===== src/rtl/ac3_ctrl_pkg.sv =====
// Shared types and width helpers for the AC3 output-register sequencer.
package ac3_ctrl_pkg;

  typedef enum logic [2:0] {
    IDLE,
    CLEAR,
    ACCUM,
    SHIFT,
    DONE,
    ABORT_CLR
  } state_e;

  // Width of one AC3 output register: accumulation tree growth plus product width
  // plus headroom for the maximum number of operations per output.
  function automatic int ac3_width(input int m, input int pa, input int pw, input int mno);
    return $clog2(m) + pa + pw + $clog2(mno);
  endfunction

  // Bits needed to hold any shift amount from 0 to w-1.
  function automatic int ac3_shw(input int w);
    return $clog2(w);
  endfunction

endpackage


===== src/rtl/ac3_shift_cnt.sv =====
// Per-lane quantization shift counter: loads a clamped amount, counts down while
// the sequencer is in SHIFT and requests one arithmetic shift per nonzero count.
module ac3_shift_cnt #(
  parameter int W   = 29,
  parameter int SHW = 5
) (
  input  logic           clk,
  input  logic           rst,
  input  logic           load,
  input  logic           run,
  input  logic [SHW-1:0] amt_in,
  output logic           s_en,
  output logic           last
);

  logic [SHW-1:0] amt_clamp;
  logic [SHW-1:0] cnt_q, cnt_d;

  // Shifting by W or more is meaningless on a W-bit register; cap at W-1.
  always_comb begin
    amt_clamp = amt_in;
    if (int'(amt_in) > W - 1) amt_clamp = SHW'(W - 1);
  end

  // Load on SHIFT entry, count down while running, park at zero otherwise
  // so an aborted frame cannot leak shifts into the next one.
  always_comb begin
    cnt_d = cnt_q;
    if (load)                cnt_d = amt_clamp;
    else if (!run)           cnt_d = '0;
    else if (cnt_q != '0)    cnt_d = cnt_q - SHW'(1);
  end

  // Count register.
  always_ff @(posedge clk) begin
    if (rst) cnt_q <= '0;
    else     cnt_q <= cnt_d;
  end

  assign s_en = run && (cnt_q != '0);
  // This lane finishes shifting on the current cycle (or has nothing to do).
  assign last = (cnt_q <= SHW'(1));

endmodule


===== src/rtl/ac3_quant_ctrl.sv =====
// Sequencer for the AC3 output register bank: clear, accumulate writes, then
// quantize each lane by its own arithmetic right-shift amount, and signal done.
module ac3_quant_ctrl
  import ac3_ctrl_pkg::*;
#(
  parameter  int NREG = 4,
  parameter  int M    = 16,
  parameter  int Pa   = 8,
  parameter  int Pw   = 8,
  parameter  int MNO  = 288,
  localparam int W    = ac3_width(M, Pa, Pw, MNO),
  localparam int SHW  = ac3_shw(W)
) (
  input  logic                clk,
  input  logic                rst,
  input  logic                start,
  input  logic [NREG*SHW-1:0] shamt_in,
  input  logic                wr_valid,
  input  logic                wr_last,
  input  logic                abort,
  output logic [NREG-1:0]     cl_en,
  output logic [NREG-1:0]     w_en,
  output logic [NREG-1:0]     s_en,
  output logic                busy,
  output logic                done
);

  state_e              state_q, state_d;
  logic [NREG-1:0]     cl_en_q, cl_en_d;
  logic                done_q, done_d;
  logic                busy_q, busy_d;
  logic [NREG*SHW-1:0] shamt_q, shamt_d;
  logic [NREG-1:0]     lane_last;
  logic                cnt_load, cnt_run;

  // Next-state logic; abort wins over write completion and shift completion.
  always_comb begin
    state_d = state_q;
    shamt_d = shamt_q;
    case (state_q)
      IDLE: if (start) begin
        state_d = CLEAR;
        shamt_d = shamt_in;
      end
      CLEAR:     state_d = abort ? ABORT_CLR : ACCUM;
      ACCUM: begin
        if (abort)                    state_d = ABORT_CLR;
        else if (wr_valid && wr_last) state_d = SHIFT;
      end
      SHIFT: begin
        if (abort)           state_d = ABORT_CLR;
        else if (&lane_last) state_d = DONE;
      end
      DONE:      state_d = abort ? ABORT_CLR : IDLE;
      ABORT_CLR: state_d = IDLE;
      default:   state_d = IDLE;
    endcase
    cl_en_d = (state_d == CLEAR || state_d == ABORT_CLR) ? {NREG{1'b1}} : '0;
    done_d  = (state_d == DONE);
    busy_d  = (state_d != IDLE);
  end

  // FSM state, shift-amount latch and registered outputs.
  always_ff @(posedge clk) begin
    if (rst) begin
      state_q <= IDLE;
      shamt_q <= '0;
      cl_en_q <= '0;
      done_q  <= 1'b0;
      busy_q  <= 1'b0;
    end else begin
      state_q <= state_d;
      shamt_q <= shamt_d;
      cl_en_q <= cl_en_d;
      done_q  <= done_d;
      busy_q  <= busy_d;
    end
  end

  assign cnt_run  = (state_q == SHIFT);
  assign cnt_load = (state_q == ACCUM) && (state_d == SHIFT);

  for (genvar i = 0; i < NREG; i++) begin : g_lane
    ac3_shift_cnt #(.W(W), .SHW(SHW)) u_cnt (
      .clk    (clk),
      .rst    (rst),
      .load   (cnt_load),
      .run    (cnt_run),
      .amt_in (shamt_q[i*SHW +: SHW]),
      .s_en   (s_en[i]),
      .last   (lane_last[i])
    );
  end

  // Writes follow the datapath directly so the final write lands the same cycle as wr_last.
  assign w_en  = {NREG{(state_q == ACCUM) && wr_valid}};
  assign cl_en = cl_en_q;
  assign done  = done_q;
  assign busy  = busy_q;

  // A lane register must never see two operations in the same cycle.
  a_excl: assert property (@(posedge clk) disable iff (rst)
    ((cl_en & w_en) | (cl_en & s_en) | (w_en & s_en)) == '0);

endmodule

===== config.mk =====
export PLATFORM = sky130hd
export DESIGN_NAME = ac3_quant_ctrl
export DESIGN_NICKNAME = d
export VERILOG_FILES = /design/src/rtl/ac3_ctrl_pkg.sv /design/src/rtl/ac3_shift_cnt.sv /design/src/rtl/ac3_quant_ctrl.sv
export SDC_FILE = /design/constraint.sdc
export NUM_CORES = 1
export LEC_CHECK = 0
export ABC_AREA = 1
export ABC_CLOCK_PERIOD_IN_PS = 3700
export CAP_MARGIN = 20
export CORE_MARGIN = 8
export CORE_UTILIZATION = 45
export CTS_CLUSTER_DIAMETER = 120
export DETAILED_ROUTE_END_ITERATION = 12
export MAX_ROUTING_LAYER = met4
export PLACE_DENSITY = 0.69
export SLEW_MARGIN = 40
export SYNTH_ARGS = -nofsm -noshare
export SYNTH_HDL_FRONTEND = slang
export SYNTH_HIERARCHICAL = 1
export SYNTH_SLANG_ARGS = --single-unit

===== constraint.sdc =====
create_clock -name clk -period 3.7 [get_ports clk]
set_input_delay 0.925 -clock clk [delete_from_list [all_inputs] [get_ports clk]]
set_output_delay 0.925 -clock clk [all_outputs]
set_load 0.01 [all_outputs]

-- Word-level counts from Yosys, hierarchy flattened
Cells that the tools add are included.
- reductions and logical operators: 16
- order comparisons: 8
- add/subtract/negate cells: 4
- mux-type cells: 25
- equality and inequality tests: 12
- operator list (cell ; number):
    $mux 5 ; 16
    $mux 3 ; 7
    $gt 5x5->1 const B ; 4
    $le 5x1->1 const B ; 4
    $reduce_bool 5->1 ; 4
    $sub 5x1->5 const B ; 4
    $pmux 3 s5 ; 1
    $eq 3x2->1 const B ; 3
    $eq 3x3->1 const B ; 3
    $ne 3x2->1 const B ; 3
    $logic_and 1x1->1 ; 7
    $eq 3x1->1 const B ; 2
    $mux 4 ; 1
    $reduce_and 4->1 ; 1
    $logic_not 3->1 ; 1
    $ne 3x3->1 const B ; 1
    $reduce_bool 3->1 ; 1
    $reduce_and 2->1 ; 1
    $logic_or 1x1->1 ; 1
- flip-flop bits (word level): 49
- logic and storage cells: 74
- input bits: 26

-- Logic depth before layout (Yosys ltp)
Gate-level depths: netlist (run 1).
- depth after elaboration: 8
- mapped depth: 15
- mapped depth without buffers: 15

-- Hierarchy
Netlist (run 1), hierarchy kept.
- by module, submodules not included (module ; seq. area each (µm²) ; cells each ; area each (µm²) ; times used):
    ac3_shift_cnt ; 100.1 ; 61 ; 349.1 ; 4
    ac3_quant_ctrl ; 520.5 ; 141 ; 1052.3 ; 1

-- Least setup slack after synthesis (run 1)
No wires, ideal clock.
- path type: input to register
- start: in abort
- end: reg g_lane[0].u_cnt.cnt_q[0]
- arrival: 3229 ps
- setup time: 109 ps
- cell stages on the path: 8
- setup slack: 362 ps
- cells stage by stage: nor3_1 nand2_1 nor3_1 nor2_2 nand2_1 nand3_1 nand2_1 inv_1
- word-level cells in the longest chain between the ends: 5
- RTL lines (item ; RTL line ; source):
    start, declared ; ac3_quant_ctrl.sv:20 ; input logic abort,
    $mux 3, on equally long branches ; - ;
    $pmux 3 s5 * ; ac3_quant_ctrl.sv:40 ; case (state_q)
    $eq 3x2->1 * ; ac3_quant_ctrl.sv:81 ; assign cnt_load = (state_q == ACCUM) && (state_d == SHIFT);
    $logic_and 1x1->1 * ; ac3_quant_ctrl.sv:81 ;
    named net cnt_load ; ac3_quant_ctrl.sv:34 ; logic cnt_load, cnt_run;
    $ne 3x3->1 (no line) / $mux 5 (equally long branches) ; - ;
    end signal, assigned ; ac3_shift_cnt.sv:37 ; else cnt_q <= cnt_d;
    end, declared ; ac3_shift_cnt.sv:17 ; logic [SHW-1:0] cnt_q, cnt_d;
The timed path passes the listed nets; every way through them passes the cells marked *.
A chain may end at the register's enable or synchronous reset.

-- Worst setup path in the final report (run 1)
- start: in wr_valid
- end: out w_en[2]
- word-level cells in the longest chain between the ends: 1
- RTL lines (item ; RTL line ; source):
    start, declared ; ac3_quant_ctrl.sv:18 ; input logic wr_valid,
    $logic_and 1x1->1 ; ac3_quant_ctrl.sv:96 ; assign w_en = {NREG{(state_q == ACCUM) && wr_valid}};
    end, declared ; ac3_quant_ctrl.sv:22 ; output logic [NREG-1:0] w_en,
No other way between the ends.

==> impl_metrics.toml, run 1 <==
[critical_path]
cp_top_family = "buffers and inverters"
crit_fanout = 4
cp_cell_sequence = "clkdlybuf4s50_1 > inv_1 > nor2_1 > clkdlybuf4s50_1"
crit_top_cell = "clkdlybuf4s50_1"
cp.buffers_inverters = 3
arrival_ps = 2250
cp-start-kind = "input port"
critPathMaxStageDelay_ps = 590
end_kind = "output pin"
critPathKind = "in -> out"
worstPathRequired_ps = 2770
slowest_stage = "clkdlybuf4s50_1"

[cells_and_area]
layout-drive-gt1-share_pct = 5.69
fin_cells = 494
final_util_pct = 55.4
syn_to_final_growth_pct = 21.6
n_antenna_cell = 0
n_fill_cell = 550
fin_nets = 455
mostFrequentLayoutCells = "nor2_1 (93), nand2_1 (82), inv_1 (54)"
final_common_cell = "nor2_1"

[timing]
drv_slew = 0
tightest_slew_ps = 640
finalSetupViolCount = 0
min_period_over_period_pct = 85.7
fin_worst_skew_ps = 5.21
final-hold-violation-count = 0
max_freq_mhz = 315
rsz0062_at_grt = "false"
period_needed_ps = 3170
max_slew_margin_pct = 57.3
tns_ps = 0

[grt]
gr-max-usage-layer = "met2"
grtUsageMet1_pct = 16.6
overflow = 0
grt_usage_pct = 15.1
grt_max_degree = 29
grt_pass1_wl_mm = 10.1
use_met3_pct = 3.57
grt_pass1_vias = 2397
antenna_found_initial = 0
use_met2_pct = 25.4

[synthesis]
synth_area_mm2 = 0.00245
synth_fa_ha_area_share_pct = 4.09
synth_fp_nets = 419
synth_compound_area_share_pct = 9.81
synth_top_family_by_area = "simple AND/OR/NAND/NOR gates"
syn_area_per_cell_um2 = 6.36
synth_xor_area_share_pct = 0
yosysWarnings = 6
synth_cells = 385
synth_cell_types = 20
synth_mux_area_share_pct = 0
synth-seq-area-share_pct = 37.6
yosys.area_share.simple_pct = 36.6
ys_ff_latch = 46

[clock_tree]
ctsHoldBuffers = 0
clkTransAtPathRegs_ps = 90
clk_latency_ps = 300
cts.sinks = 46
cts_made_buffers = 5
post_cts_buffers = 0
clockRootBuffer = "clkbuf_8"
h-tree-depth = 2
cts_buffer_depth = 2
cts_tree = "built"
cts.repair.resized = 0

[die]
coreArea_mm2 = 0.00537
die-area_mm2 = 0.00806
placementRows = 27
die_y_um = 89.8
die_w_um = 89.8
ioPinCount = 40
start_util_pct = 45.6

[min_path]
worst_hold_path_type = "reg -> reg"

[drt]
routedWlPerCell_um = 11.4
vias = 2327
drc = 0
viasPerCell = 4.71
drt_pre_antenna_iters = 4
routed_wl_mm = 5.65
drt_iter0_drc = 145
ant_nets = 0

[pwr]
p_per_area_mw_per_mm2 = 377
ir_drop_v = 0.000306
finalPower_mw = 1.12
power.leakage_nw = 1.34

[job]
maxCapViolations = 0

[outcome]
outcome = "finished clean"

[placement]
portBuffers = 39
place_inst = 486
place.gp.congestion = 0.945
dp.final_hpwl_mm = 4.25
[worst reg2reg max path: cells and delay by family (launching register included)]
| kind | cells | cell delay [ps] |
|---|---|---|
| compound gates | 1 | 210 |
| fa+ha+maj | 1 | 140 |
| buf+inv | 3 | 360 |
| flops | 1 | 320 |
| simple gates | 11 | 1100 |
[state kept, by name (all words and copies together), names as in the netlist]
signal / cells
cl_en: 1
done: 1
shamt_q: 20
state_q: 3
g_lane.u_cnt/cnt_q: 20
busy: 1
[layer usage]
metal / vias up / share of wire, %
met5: - / 0
met4: 0 / 0.94
met3: 4 / 4.1
met2: 48 / 46
met1: 1018 / 48
li1: 1257 / -
[kinds of logic (layout without fill, tap and decap cells)]
kind of cell | count (synthesis) | in the layout
buf+inv | 67 | 104
compound gates | 46 | 46
flops | 46 | 46
fa+ha+maj | 8 | 8
simple gates | 218 | 218
[synthesized netlist by cell type]
cell	count	area share, %
buf_6	2	0.92
inv_2	1	0.15
nor2_1	93	14
nand2_2	5	1.3
nand3_1	26	5.3
clkbuf_1	2	0.31
clkbuf_2	2	0.41
dfxtp_1	46	38
nand3b_1	1	0.31
inv_1	54	8.3
a21oi_1	13	2.7
ha_1	8	4.1
a22oi_1	4	1.2
nand4_1	2	0.51
buf_4	6	1.8
nor3_1	2	0.41
o21ai_0	29	5.9
nand3_2	1	0.41
nand2_1	82	13
nor2_2	6	1.5
[final timing paths]
check | slack, ps | cells past startpoint | startpoint | endpoint
min | 480 | 2 | shamt_q[9] | g_lane[1].u_cnt/cnt_q[4]
max | 530 | 4 | wr_valid | w_en[2]
max reg2reg | 1460 | 16 | g_lane[3].u_cnt/cnt_q[1] | g_lane[0].u_cnt/cnt_q[0]
min reg2reg | 480 | 2 | shamt_q[9] | g_lane[1].u_cnt/cnt_q[4]
[area by class of cell]
class | count | area (um2) | area share, %
tap | 72 | 90.1 | 3.03
multi-input combinational | 272 | 1240 | 41.7
clock buffer | 5 | 68.8 | 2.31
clock inverter | 3 | 45.0 | 1.51
timing repair buffer | 41 | 405 | 13.6
inverter | 55 | 206 | 6.93
sequential | 46 | 921 | 30.9
[power by group]
part / internal (mW) / leakage [nW] / switching [mW] / total, mW
sequential: 0.532 / 0.376 / 0.0256 / 0.558
clock: 0.201 / 0.0504 / 0.175 / 0.376
combinational: 0.0841 / 0.911 / 0.105 / 0.189
[metrics by stage]
stage               hold WS [ps]  setup WS (ps)  cell area, um2
floorplan                    444            362            2450
global placement             465            582            2860
detailed placement           464            531            2860
CTS                          478            531            2980
global route                 498            451            2980
finish                       478            530            2980
(Power assumes the default switching activity.)
==> inputs of run 2 (changes only) <==
--- a/config.mk
+++ b/config.mk
@@ -9,13 +9,11 @@
 export ABC_CLOCK_PERIOD_IN_PS = 3700
 export CAP_MARGIN = 20
 export CORE_MARGIN = 8
-export CORE_UTILIZATION = 45
+export CORE_UTILIZATION = 40
 export CTS_CLUSTER_DIAMETER = 120
 export DETAILED_ROUTE_END_ITERATION = 12
 export MAX_ROUTING_LAYER = met4
-export PLACE_DENSITY = 0.69
 export SLEW_MARGIN = 40
 export SYNTH_ARGS = -nofsm -noshare
 export SYNTH_HDL_FRONTEND = slang
-export SYNTH_HIERARCHICAL = 1
 export SYNTH_SLANG_ARGS = --single-unit
==> impl_metrics.toml, run 2 <==
[outcome]
outcome = "finished clean"

[pwr]
power.leakage_nw = 1.29
p_per_area_mw_per_mm2 = 385
ir_drop_v = 0.000165

[synthesis]
synth_common_cells = "nor2_1 (79), dfxtp_1 (46), inv_1 (38), nand2_1 (38), o21ai_0 (38)"
ys_top_cells_by_area = "dfxtp_1 (37%), nor2_1 (12%), o21ai_0 (7.6%)"
yosys.area.top_type = "dfxtp_1"
synth_edf_count = 0
synth_flop_cell = "dfxtp_1"
synth_cells = 358
synth_fp_nets = 396
yosysMostFrequentCell = "nor2_1"
synth_area_mm2 = 0.00251
yosysWarnings = 0
synth-seq-area-share_pct = 36.7
ys_ff_latch = 46
syn_area_per_cell_um2 = 7.01
async_flop_share_pct = 0
synth_cell_types = 30
synth_top_cell_area_share_pct = 36.7

[critical_path]
end_kind = "output pin"
arrival_ps = 2230
r2r-start = "g_lane[1].u_cnt.cnt_q[1]"
r2r-end = "g_lane[3].u_cnt.cnt_q[4]"
critPathKind = "in -> out"
r2r_cells = 11
worstPathRequired_ps = 2770
cp-start-kind = "input port"
crit_end = "w_en[2]"
reg2reg_slack_ps = 1840
cp-startpoint = "wr_valid"
crit_fanout = 4

[drt]
drt_iter0_drc = 101
viasPerCell = 4.77
routedWlPerCell_um = 12.1
drt_pre_antenna_iters = 4
vias = 2215
drc = 0
routed_wl_mm = 5.63
ant_nets = 0

[timing]
fin_worst_skew_ps = 1.81
final-hold-violation-count = 0
finalSetupViolCount = 0
drv_slew = 0
tightest_slew_ps = 689
period_needed_ps = 3150
setup_slack_ps = 547
max_slew_margin_pct = 54.0
tns_ps = 0
max_freq_mhz = 317
rsz0062_at_grt = "false"
min_period_over_period_pct = 85.2

[clock_tree]
cts_made_buffers = 5
clockRootBuffer = "clkbuf_8"
clk_latency_ps = 290
ctsHoldBuffers = 0
cts.repair.resized = 0
cts.sinks = 46
h-tree-depth = 2
post_cts_buffers = 0
cts_tree = "built"
clkTransAtPathRegs_ps = 80
cts_buffer_depth = 2

[placement]
place_ws_ps = 529
place.gp.congestion = 0.797
portBuffers = 39
dp.final_hpwl_mm = 4.15

[cells_and_area]
syn_to_final_growth_pct = 19.2
fin_nets = 424
n_antenna_cell = 0
mostFrequentLayoutCells = "nor2_1 (79), dfxtp_1 (46), clkdlybuf4s50_1 (39)"
layout-drive-gt1-share_pct = 5.68
final_util_pct = 48.2
final_common_cell = "nor2_1"
reg_top3 = "g_lane.u_cnt.cnt_q: 20 flops, shamt_q: 20 flops, state_q: 3 flops"

[die]
die-area_mm2 = 0.00906
coreArea_mm2 = 0.00620
start_util_pct = 40.4
die_w_um = 95.2
die_y_um = 95.2
placementRows = 29
ioPinCount = 40

[grt]
overflow = 0
grt_pass1_wl_mm = 9.55
grt_max_degree = 28
grt_usage_pct = 13.5
antenna_found_initial = 0
grt_pass1_vias = 2090

[min_path]
worst_hold_path_type = "reg -> reg"

[job]
maxCapViolations = 0
-- run 2: changes by cell type after synthesis, sizes merged, moves of 7 or more --
cell,before,now
buf,8,16
inv,55,43
nor2,99,81
nand4,2,10
nand2,87,38
xor2,0,7
o21ai,29,38
-- run 2: layout make-up --
type	count	area [um2]
clock buffers	7	76.3
clock inverters	1	30.0
fillers	669	3210
inverters	44	165
multi-input cells	245	1270
flip-flops and latches	46	921
well taps	77	96.3
repair buffers	44	428
-- run 2: how the worst min path moves through the flow --
stage	startpoint	endpoint	slack, ps	cells past startpoint
global placement	shamt_q[16]	shamt_q[16]	470	2
CTS	shamt_q[5]	g_lane[1].u_cnt.cnt_q[0]	490	2
floorplan	shamt_q[10]	shamt_q[10]	460	2
detailed placement	shamt_q[16]	shamt_q[16]	480	2
global route	shamt_q[15]	shamt_q[15]	520	2
finish	shamt_q[5]	g_lane[1].u_cnt.cnt_q[0]	490	2
-- run 2: cell families (layout without fill, tap and decap cells) --
kind of cell / after synthesis / in the layout / share of synthesized area, %
adders and majority gates: 12 / 12 / 5.98
buffers and inverters: 67 / 96 / 12.5
DFF: 46 / 46 / 36.7
AOI/OAI and AO/OA: 68 / 68 / 15.3
and+or+nand+nor: 158 / 158 / 27.1
xor gates and xnor gates: 7 / 7 / 2.44
-- run 2: critical path, stage by stage --
cell and delay (ps):
clkdlybuf4s50_1 480, inv_1 40, nor2_1 200, clkdlybuf4s50_1 590
-- run 2: report_power, final --
group	switching [mW]	internal, mW	total, mW	leakage [nW]
Sequential	0.0260	0.534	0.560	0.376
Combinational	0.126	0.101	0.226	0.862
Clock	0.162	0.202	0.364	0.0524
-- run 2: stage by stage --
step / hold slack [ps] / total power, mW / cell area, um2 / instances
final: 490 / 1.15 / 2990 / 464
after global routing: 516 / 1.22 / 2990 / 464
after CTS: 495 / 1.17 / 2990 / 464
after detailed placement: 479 / 0.802 / 2880 / 456
after global placement: 466 / 0.800 / 2880 / 456
after floorplan: 455 / 0.731 / 2510 / 358
-- run 2: layer usage --
layer  GRT usage [%]  vias to the layer above  wire [um]
met4            4.03                        0         55
met2            22.6                       27       2620
met5               -                        -          0
li1                -                     1195          -
met1            16.1                      988       2780
met3            2.44                        5        172
